$ cat src/rtl/eq_mix_pkg.sv
// Shared types, constants and the round/saturate helper for the EQ band mixer.
// Imported by the mixer top and its MAC datapath.
package eq_mix_pkg;

  typedef enum logic [2:0] {
    IDLE  = 3'd0,
    MAC   = 3'd1,
    DRAIN = 3'd2,
    ROUND = 3'd3,
    OUT   = 3'd4
  } mix_state_e;

  localparam logic [15:0] GAIN_UNITY = 16'h4000;
  localparam int          ACC_W      = 52;

  localparam logic signed [ACC_W:0] SAT_MAX = 53'sd8388607;
  localparam logic signed [ACC_W:0] SAT_MIN = -53'sd8388608;

  // Round-half-up by adding half an LSB before the arithmetic shift, then clamp to 24 bits.
  function automatic logic [23:0] sat_round24(input logic signed [ACC_W-1:0] acc,
                                               input int                     frac);
    logic signed [ACC_W:0] half;
    logic signed [ACC_W:0] r;
    logic        [23:0]    y;
    half = 53'sd1 <<< (frac - 1);
    r    = {acc[ACC_W-1], acc};
    r    = r + half;
    r    = r >>> frac;
    if (r > SAT_MAX) begin
      y = 24'h7FFFFF;
    end else if (r < SAT_MIN) begin
      y = 24'h800000;
    end else begin
      y = r[23:0];
    end
    return y;
  endfunction

endpackage

$ cat src/rtl/eq_mix_mac.sv
// Time-shared multiplier with a registered product feeding separate L/R accumulators.
// sel_lr travels alongside the product so each result lands in the right channel.
module eq_mix_mac
  import eq_mix_pkg::*;
(
  input  logic                    clk,
  input  logic                    reset_n,
  input  logic                    clr,
  input  logic                    en,
  input  logic                    sel_lr,
  input  logic signed [31:0]      x,
  input  logic signed [15:0]      gain,
  output logic signed [ACC_W-1:0] acc_l,
  output logic signed [ACC_W-1:0] acc_r
);

  logic signed [47:0]      x_ext_s;
  logic signed [47:0]      g_ext_s;
  logic signed [47:0]      prod_s;
  logic signed [47:0]      prod_r;
  logic                    prod_vld_r;
  logic                    prod_sel_r;
  logic signed [ACC_W-1:0] prod_ext_s;
  logic signed [ACC_W-1:0] acc_l_r;
  logic signed [ACC_W-1:0] acc_r_r;

  // Sign-extend both operands to the product width so the low 48 bits are exact.
  always_comb begin
    x_ext_s    = {{16{x[31]}}, x};
    g_ext_s    = {{32{gain[15]}}, gain};
    prod_s     = x_ext_s * g_ext_s;
    prod_ext_s = {{4{prod_r[47]}}, prod_r};
  end

  // Product stage and accumulators; clr starts a fresh mix.
  always_ff @(posedge clk) begin
    if (!reset_n || clr) begin
      prod_r     <= 48'sd0;
      prod_vld_r <= 1'b0;
      prod_sel_r <= 1'b0;
      acc_l_r    <= 52'sd0;
      acc_r_r    <= 52'sd0;
    end else begin
      prod_vld_r <= en;
      prod_sel_r <= sel_lr;
      if (en) begin
        prod_r <= prod_s;
      end
      if (prod_vld_r) begin
        if (prod_sel_r) begin
          acc_r_r <= acc_r_r + prod_ext_s;
        end else begin
          acc_l_r <= acc_l_r + prod_ext_s;
        end
      end
    end
  end

  assign acc_l = acc_l_r;
  assign acc_r = acc_r_r;

endmodule

$ cat src/rtl/eq_band_mixer.sv
// Captures per-band EQ filter outputs, applies per-band gains through one shared MAC,
// and produces rounded, saturated 24-bit L/R samples.
module eq_band_mixer
  import eq_mix_pkg::*;
#(
  parameter int NUM_BANDS  = 4,
  parameter int BAND_SHIFT = 15,
  parameter int GAIN_FRAC  = 14,
  localparam int SEL_W     = (NUM_BANDS > 1) ? $clog2(NUM_BANDS) : 1
) (
  input  logic                    clk,
  input  logic                    reset_n,
  input  logic                    audio_en,
  input  logic                    in_valid,
  input  logic [NUM_BANDS*48-1:0] l_band_in,
  input  logic [NUM_BANDS*48-1:0] r_band_in,
  input  logic                    gain_wr_en,
  input  logic [SEL_W-1:0]        gain_select,
  input  logic [7:0]              gain_wr_msb,
  input  logic [7:0]              gain_wr_lsb,
  input  logic                    mute,
  input  logic                    overrun_clr,
  output logic [23:0]             l_data_out,
  output logic [23:0]             r_data_out,
  output logic                    out_valid,
  output logic                    busy,
  output logic                    overrun
);

  localparam int         K_W    = $clog2(2 * NUM_BANDS);
  localparam logic [K_W-1:0] K_LAST = K_W'(2 * NUM_BANDS - 1);

  mix_state_e              state_r;
  mix_state_e              state_s;
  logic [K_W-1:0]          k_r;
  logic                    capture_s;
  logic                    mac_en_s;
  logic                    round_s;
  logic signed [31:0]      cap_l_r [NUM_BANDS];
  logic signed [31:0]      cap_r_r [NUM_BANDS];
  logic [15:0]             gain_r  [NUM_BANDS];
  logic [15:0]             snap_r  [NUM_BANDS];
  logic signed [31:0]      x_s;
  logic signed [15:0]      g_s;
  logic signed [ACC_W-1:0] acc_l_s;
  logic signed [ACC_W-1:0] acc_r_s;
  logic [23:0]             l_out_r;
  logic [23:0]             r_out_r;
  logic                    out_valid_r;
  logic                    busy_r;
  logic                    overrun_r;
  logic                    unused_s;

  // Only the audio-scale slice of each band word reaches the multiplier.
  assign unused_s = ^{l_band_in, r_band_in};

  // State register.
  always_ff @(posedge clk) begin
    if (!reset_n) begin
      state_r <= IDLE;
    end else begin
      state_r <= state_s;
    end
  end

  // Next state and per-cycle datapath controls; audio_en low aborts to IDLE.
  always_comb begin
    state_s   = state_r;
    capture_s = 1'b0;
    mac_en_s  = 1'b0;
    round_s   = 1'b0;
    if (!audio_en) begin
      state_s = IDLE;
    end else begin
      case (state_r)
        IDLE: begin
          if (in_valid) begin
            state_s   = MAC;
            capture_s = 1'b1;
          end else begin
            state_s = IDLE;
          end
        end
        MAC: begin
          mac_en_s = 1'b1;
          if (k_r == K_LAST) begin
            state_s = DRAIN;
          end else begin
            state_s = MAC;
          end
        end
        DRAIN:   state_s = ROUND;
        ROUND: begin
          state_s = OUT;
          round_s = 1'b1;
        end
        OUT:     state_s = IDLE;
        default: state_s = IDLE;
      endcase
    end
  end

  // Even k selects the left band k/2, odd k the right band.
  always_comb begin
    x_s = 32'sd0;
    g_s = 16'sd0;
    for (int b = 0; b < NUM_BANDS; b++) begin
      if (K_W'(b) == (k_r >> 1)) begin
        x_s = k_r[0] ? cap_r_r[b] : cap_l_r[b];
        g_s = snap_r[b];
      end else begin
        x_s = x_s;
        g_s = g_s;
      end
    end
  end

  // MAC step counter.
  always_ff @(posedge clk) begin
    if (!reset_n) begin
      k_r <= '0;
    end else if (capture_s) begin
      k_r <= '0;
    end else if (mac_en_s) begin
      k_r <= k_r + K_W'(1);
    end
  end

  // Live gain registers; out-of-range indices match no band and are dropped.
  always_ff @(posedge clk) begin
    for (int b = 0; b < NUM_BANDS; b++) begin
      if (!reset_n) begin
        gain_r[b] <= GAIN_UNITY;
      end else if (gain_wr_en && (32'(gain_select) == b)) begin
        gain_r[b] <= {gain_wr_msb, gain_wr_lsb};
      end
    end
  end

  // Band capture and gain snapshot, so mid-mix gain writes wait for the next sample.
  always_ff @(posedge clk) begin
    for (int b = 0; b < NUM_BANDS; b++) begin
      if (!reset_n) begin
        cap_l_r[b] <= 32'sd0;
        cap_r_r[b] <= 32'sd0;
        snap_r[b]  <= GAIN_UNITY;
      end else if (capture_s) begin
        cap_l_r[b] <= l_band_in[b*48+BAND_SHIFT +: 32];
        cap_r_r[b] <= r_band_in[b*48+BAND_SHIFT +: 32];
        snap_r[b]  <= gain_r[b];
      end
    end
  end

  eq_mix_mac u_mac (
    .clk     (clk),
    .reset_n (reset_n),
    .clr     (capture_s),
    .en      (mac_en_s),
    .sel_lr  (k_r[0]),
    .x       (x_s),
    .gain    (g_s),
    .acc_l   (acc_l_s),
    .acc_r   (acc_r_s)
  );

  // Output samples and strobes.
  always_ff @(posedge clk) begin
    if (!reset_n) begin
      l_out_r     <= 24'h000000;
      r_out_r     <= 24'h000000;
      out_valid_r <= 1'b0;
      busy_r      <= 1'b0;
    end else begin
      if (round_s) begin
        l_out_r <= mute ? 24'h000000 : sat_round24(acc_l_s, GAIN_FRAC);
        r_out_r <= mute ? 24'h000000 : sat_round24(acc_r_s, GAIN_FRAC);
      end
      out_valid_r <= round_s;
      busy_r      <= (state_s != IDLE);
    end
  end

  // Sticky overrun; clear wins over a same-cycle set.
  always_ff @(posedge clk) begin
    if (!reset_n) begin
      overrun_r <= 1'b0;
    end else if (overrun_clr) begin
      overrun_r <= 1'b0;
    end else if (in_valid && audio_en && (state_r != IDLE)) begin
      overrun_r <= 1'b1;
    end
  end

  assign l_data_out = l_out_r;
  assign r_data_out = r_out_r;
  assign out_valid  = out_valid_r;
  assign busy       = busy_r;
  assign overrun    = overrun_r;

endmodule

$ cat config.mk
export PLATFORM = sky130hd
export DESIGN_NAME = eq_band_mixer
export DESIGN_NICKNAME = d
export VERILOG_FILES = /design/src/rtl/eq_mix_pkg.sv /design/src/rtl/eq_mix_mac.sv /design/src/rtl/eq_band_mixer.sv
export SDC_FILE = /design/constraint.sdc
export NUM_CORES = 2
export LEC_CHECK = 0
export CORE_MARGIN = 5
export CORE_UTILIZATION = 25
export CTS_CLUSTER_SIZE = 28
export DETAILED_ROUTE_END_ITERATION = 8
export HOLD_SLACK_MARGIN = 0.06
export PLACE_DENSITY = 0.4
export RECOVER_POWER = 100
export SETUP_SLACK_MARGIN = 0.2
export SLEW_MARGIN = 20
export SYNTH_ARGS = -nofsm -noshare
export SYNTH_HDL_FRONTEND = slang
export SYNTH_HIERARCHICAL = 1
export SYNTH_SLANG_ARGS = --single-unit
$ cat constraint.sdc
create_clock -name clk -period 29.8 [get_ports clk]
set_input_delay 2.98 -clock clk [delete_from_list [all_inputs] [get_ports clk]]
set_output_delay 2.98 -clock clk [all_outputs]
set_load 0.05 [all_outputs]
Word level (Yosys, flattened, before mapping)
Memory sizes are Yosys's and may differ from the RTL's. Cells that the tools add are included.

Add/sub/neg operators: 5. Multipliers: 1. $lt $le $gt $ge: 4. Equality and inequality tests: 10. Multiplexer cells: 61. Bitwise logic cells: 18. Reduce and logical (&&, ||, !) cells: 17.

Operators with widths (count): 2-to-1 mux 32 bit (16); 2-to-1 mux 16 bit (12); 2-to-1 mux 24 bit (6); adder 52 x 15 -> 53 bit, second input constant (2); adder 52 x 48 -> 52 bit (2); > comparator 39 x 24 -> 1 bit, second input constant (2); < comparator 39 x 24 -> 1 bit, second input constant (2); multiplier 32 x 16 -> 48 bit (1); 2-to-1 mux 1 bit (24); bitwise OR 1 bit (16); case mux 3 bit (4 select lines) (1); == test 3 x 2 -> 1 bit, second input constant (2); logical AND 1 bit (6); zero test 3 bit (2); nonzero test 3 bit (2); == test 2 bit, first input constant (2); == test 2 bit, second input constant (2); AND reduction 2 bit (2); OR reduction 2 bit (2); adder 3 x 1 -> 3 bit, second input constant (1); == test 3 x 1 -> 1 bit, second input constant (1); == test 3 bit, second input constant (1); 2-to-1 mux 3 bit (1); == test 1 x 2 -> 1 bit, first input constant (1); 6 further kinds (7).

Bits in registers: 211. RAM bits: 384. Input port bits: 409. Output and inout port bits: 51. Word-level logic and storage cells: 132. Memories: 4.

Memories: cap_l_r (words 4, width 32, read ports 4, clocked after memory_dff 0, wr ports 4, RTL line eq_band_mixer.sv:39) `logic signed [31:0] cap_l_r [NUM_BANDS];`; cap_r_r (words 4, width 32, read ports 4, clocked after memory_dff 0, wr ports 4, RTL line eq_band_mixer.sv:40) `logic signed [31:0] cap_r_r [NUM_BANDS];`; gain_r (words 4, width 16, read ports 4, clocked after memory_dff 0, wr ports 4, RTL line eq_band_mixer.sv:41) `logic [15:0] gain_r [NUM_BANDS];`; snap_r (words 4, width 16, read ports 4, clocked after memory_dff 0, wr ports 4, RTL line eq_band_mixer.sv:42) `logic [15:0] snap_r [NUM_BANDS];`.

Longest topological paths before layout
Depth in word-level cells: 7. Mapped depth: 32. Gate-level depth less buffers: 27.

Cells and area by module
Netlist, hierarchy kept.

Modules (own cells, without submodules): eq_mix_mac (times used 1, cells an instance 3403, area an instance 28325.9 um^2, sequential area each 3083.0 um^2); eq_band_mixer (times used 1, cells an instance 1561, area an instance 21010.2 um^2, sequential area each 12672.2 um^2).

Worst setup path after synthesis
Ideal clock, no wire load.

Path type: input port to flip-flop. From: input audio_en. To: memory cap_l_r[0][0], enable pin. Setup time: 743 ps. Arrival time: 11555 ps. Required time: 29057 ps. Slack: 17502 ps. Stages: 5. Path buffers: 2. Cell sequence: nor2b_1 and3_1 clkbuf_1 clkbuf_1 nand2b_1.

RTL lines: start: declaration (RTL line eq_band_mixer.sv:13) `input logic audio_en,`; end: declaration (RTL line eq_band_mixer.sv:39).

==> metrics.cfg <==
[drt]
drt-initial-drc-count=2037
totalWireLength_um=153000
via_count=36000
ant_nets=0
drt_pass1_iterations=5
avgRoutedWirePerCell_um=19.5
drc=0
via_per_inst=4.57

[pwr]
power_density_nw_per_um2=70.1
intPower_w=0.00230
p_clk_frac=0.239
p_sw_frac=0.433
ir_drop_v=0.0000518
p_leak_nw=24.8
p_comb_frac=0.519
seqPwrFrac=0.241
power.switching_w=0.00176

[cts]
holdBufCountCts=0
cts_buffer_depth=3
root_buffer=clkbuf_16
cts_buffers=78
cts_resized=0
htreeDepth=3
cts_tree=built
path_clk_slew_ps=50
post_cts_buffers=0
cts_sinks=595
clock_latency_ps=730

[critical_path]
end_kind=flop
cp_slowest_cell=clkbuf_1
critPathMaxStageDelay_ps=2930
worstPathCellList=dlygate4sd3_1, nor2b_1, and3_1, nand2b_1, clkbuf_1, clkbuf_1, clkbuf_1
cpMostUsedCell=clkbuf_1
reg2regPathDepth=27
required_ps=30020
critical_path_class=in -> reg
crit_arrival_ps=15820
crit_fanout=76
cp-start-kind=input pin

[floorplanning]
die-area_um2=206000
coreArea_um2=197000
num_io_pins=460
fp.dieW_um=454
start_util=0.251
fp.dieH_um=454
rows=163

[placement]
dpl.hpwl_um=115000
dp_slack_ps=19880
place_inst=7712
finalWeightedCongestion=0.801
port_buffers=331

[synthesis]
synth_top_flop_cell=edfxtp_1
syn_area_um2=49300
yosys_warnings=6
synthesis.instances=4964
ys_seq_area_frac=0.319
ys_ff_latch=595
synth_edf_count=384
avgSynthCellArea_um2=9.94
syn_nets=6081
synth_cell_types=98
synthArstFlopShare=0

[global_routing]
grt_max_degree=134
grt_pass1_wl_um=236000
grt_pass1_vias=37600
grt-ovfl-total=0
antenna_found_initial=48
grt_usage=0.148

[layout]
final_common_cell=inv_1
fin_util=0.294
final_cell_mix=inv_1, nand2_1, fa_1, edfxtp_1, and3_1
final_nets=6270
fin_cells=7874
drive_gt1_frac=0.0602
area_growth_pct=17.3

[timing]
fin_crit_sh=0.524
max_slew_margin=-2.44
worstMarginPinSlew_ps=5150
tns_ps=0
final.min_clock_period_ps=15600
fmax_mhz=64.1
setup-violations-final=0
fin_ws_ps=14200
slew_violations=872
rsz0062_at_grt=no
hold_viol=0
whs_ps=456
finalClockSkew_ps=36.5

[status]
status=finished, violations left
violations=max-capacitance violations, max-slew violations

[worst_hold_path]
whs_path_depth=2
hp-class=reg -> reg

[run]
maxCapViolCount=14

-- cell usage after synthesis, types with 6 or more instances --
cell type	number	area [µm²]
nor3b_1	18	135
a21oi_1	276	1380
o21ai_1	6	30.0
o21bai_1	17	128
buf_1	15	56.3
edfxtp_1	384	11500
o211ai_1	14	105
a31o_2	6	52.6
dfxtp_1	211	4220
o21a_1	16	120
mux4_2	80	1800
a21o_1	84	631
nand3_1	72	360
o21ai_0	107	536
a211o_1	10	87.6
o31ai_1	13	97.6
nor2b_1	25	156
nor2_1	181	679
nand4b_1	6	52.6
nand4_1	43	269
a22o_1	7	61.3
o211ai_2	21	263
clkbuf_1	244	916
and4_1	8	70.1
nor3_1	50	250
xor2_1	71	622
inv_1	623	2340
nand2b_1	34	213
mux2_2	32	360
nor4_1	12	75.1
a31oi_1	34	213
and3_1	345	2160
fa_1	488	9770
xnor2_1	102	893
nand2_1	594	2230
a211oi_1	31	233
nand3b_1	11	82.6
or3_1	16	100
mux2i_1	37	370
ha_1	220	2750
and2_1	283	1770
buf_6	7	78.8
-- final cells by class --
type,count,area (µm²)
Tap cell,2640,3300
Fill cell,20700,139000
Sequential cell,595,15800
Multi-Input combinational cell,3471,30100
Antenna cell,21,52.6
Clock buffer,96,2070
Inverter,624,2340
Clock inverter,44,569
Timing Repair Buffer,383,3640
-- critical path: cells and delay by family --
| family | cells | cell delay (ps) |
|---|---|---|
| buffers and inverters | 4 | 8740 |
| AND/OR/NAND/NOR | 3 | 3880 |
-- metal layers --
metal,vias to the layer above,share of wire,GRT usage
li1,17200,-,-
met1,17900,0.46,0.201
met2,710,0.46,0.242
met3,188,0.056,0.0345
met4,44,0.022,0.0320
met5,-,0.0021,0
-- registers in the layout, summed over array words and instances, names as in the netlist, 48 cells and up --
register	cells
cap_l_r	128
cap_r_r	128
gain_r	64
snap_r	64
u_mac/acc_l	52
u_mac/acc_r	52
u_mac/prod_r	48
-- worst paths after layout --
check / end / slack [ps] / start
worst max-delay path: snap_r[3][14]$_SDFFCE_PN1P_ / 14200 / audio_en
worst min-delay path: u_mac/acc_r[11]$_SDFFE_PP0P_ / 460 / u_mac/acc_r[11]$_SDFFE_PP0P_
worst max register to register: u_mac/prod_r[42]$_SDFFE_PP0P_ / 15550 / k_r[1]$_SDFFE_PP0P_
worst min register to register: u_mac/acc_r[11]$_SDFFE_PP0P_ / 460 / u_mac/acc_r[11]$_SDFFE_PP0P_
-- kinds of logic after synthesis --
| kind of cell | share of synthesized area |
|---|---|
| AO/OA/AOI/OAI | 0.0932 |
| multiplexers | 0.0513 |
| adder cells (fa/ha/maj) | 0.254 |
| XOR/XNOR | 0.0307 |
| flip-flops | 0.319 |
| buffers and inverters | 0.0697 |
| AND/OR/NAND/NOR | 0.182 |
-- through the flow --
step / cell area [µm²] / total power [W]
finish: 57900 / 0.00406
global route: 57800 / 0.00443
CTS: 58000 / 0.00414
detailed placement: 55300 / 0.00314
global placement: 55300 / 0.00314
floorplan: 49300 / 0.00244
-- power groups by stage --
stage / Clock (W) / Combinational (W) / Sequential (W)
finish: 0.000971 / 0.00211 / 0.000979
global route: 0.00104 / 0.00240 / 0.000983
CTS: 0.00101 / 0.00215 / 0.000980
detailed placement: 0 / 0.00215 / 0.000997
global placement: 0 / 0.00215 / 0.000996
floorplan: 0 / 0.00147 / 0.000969
(Power assumes the default switching activity.)
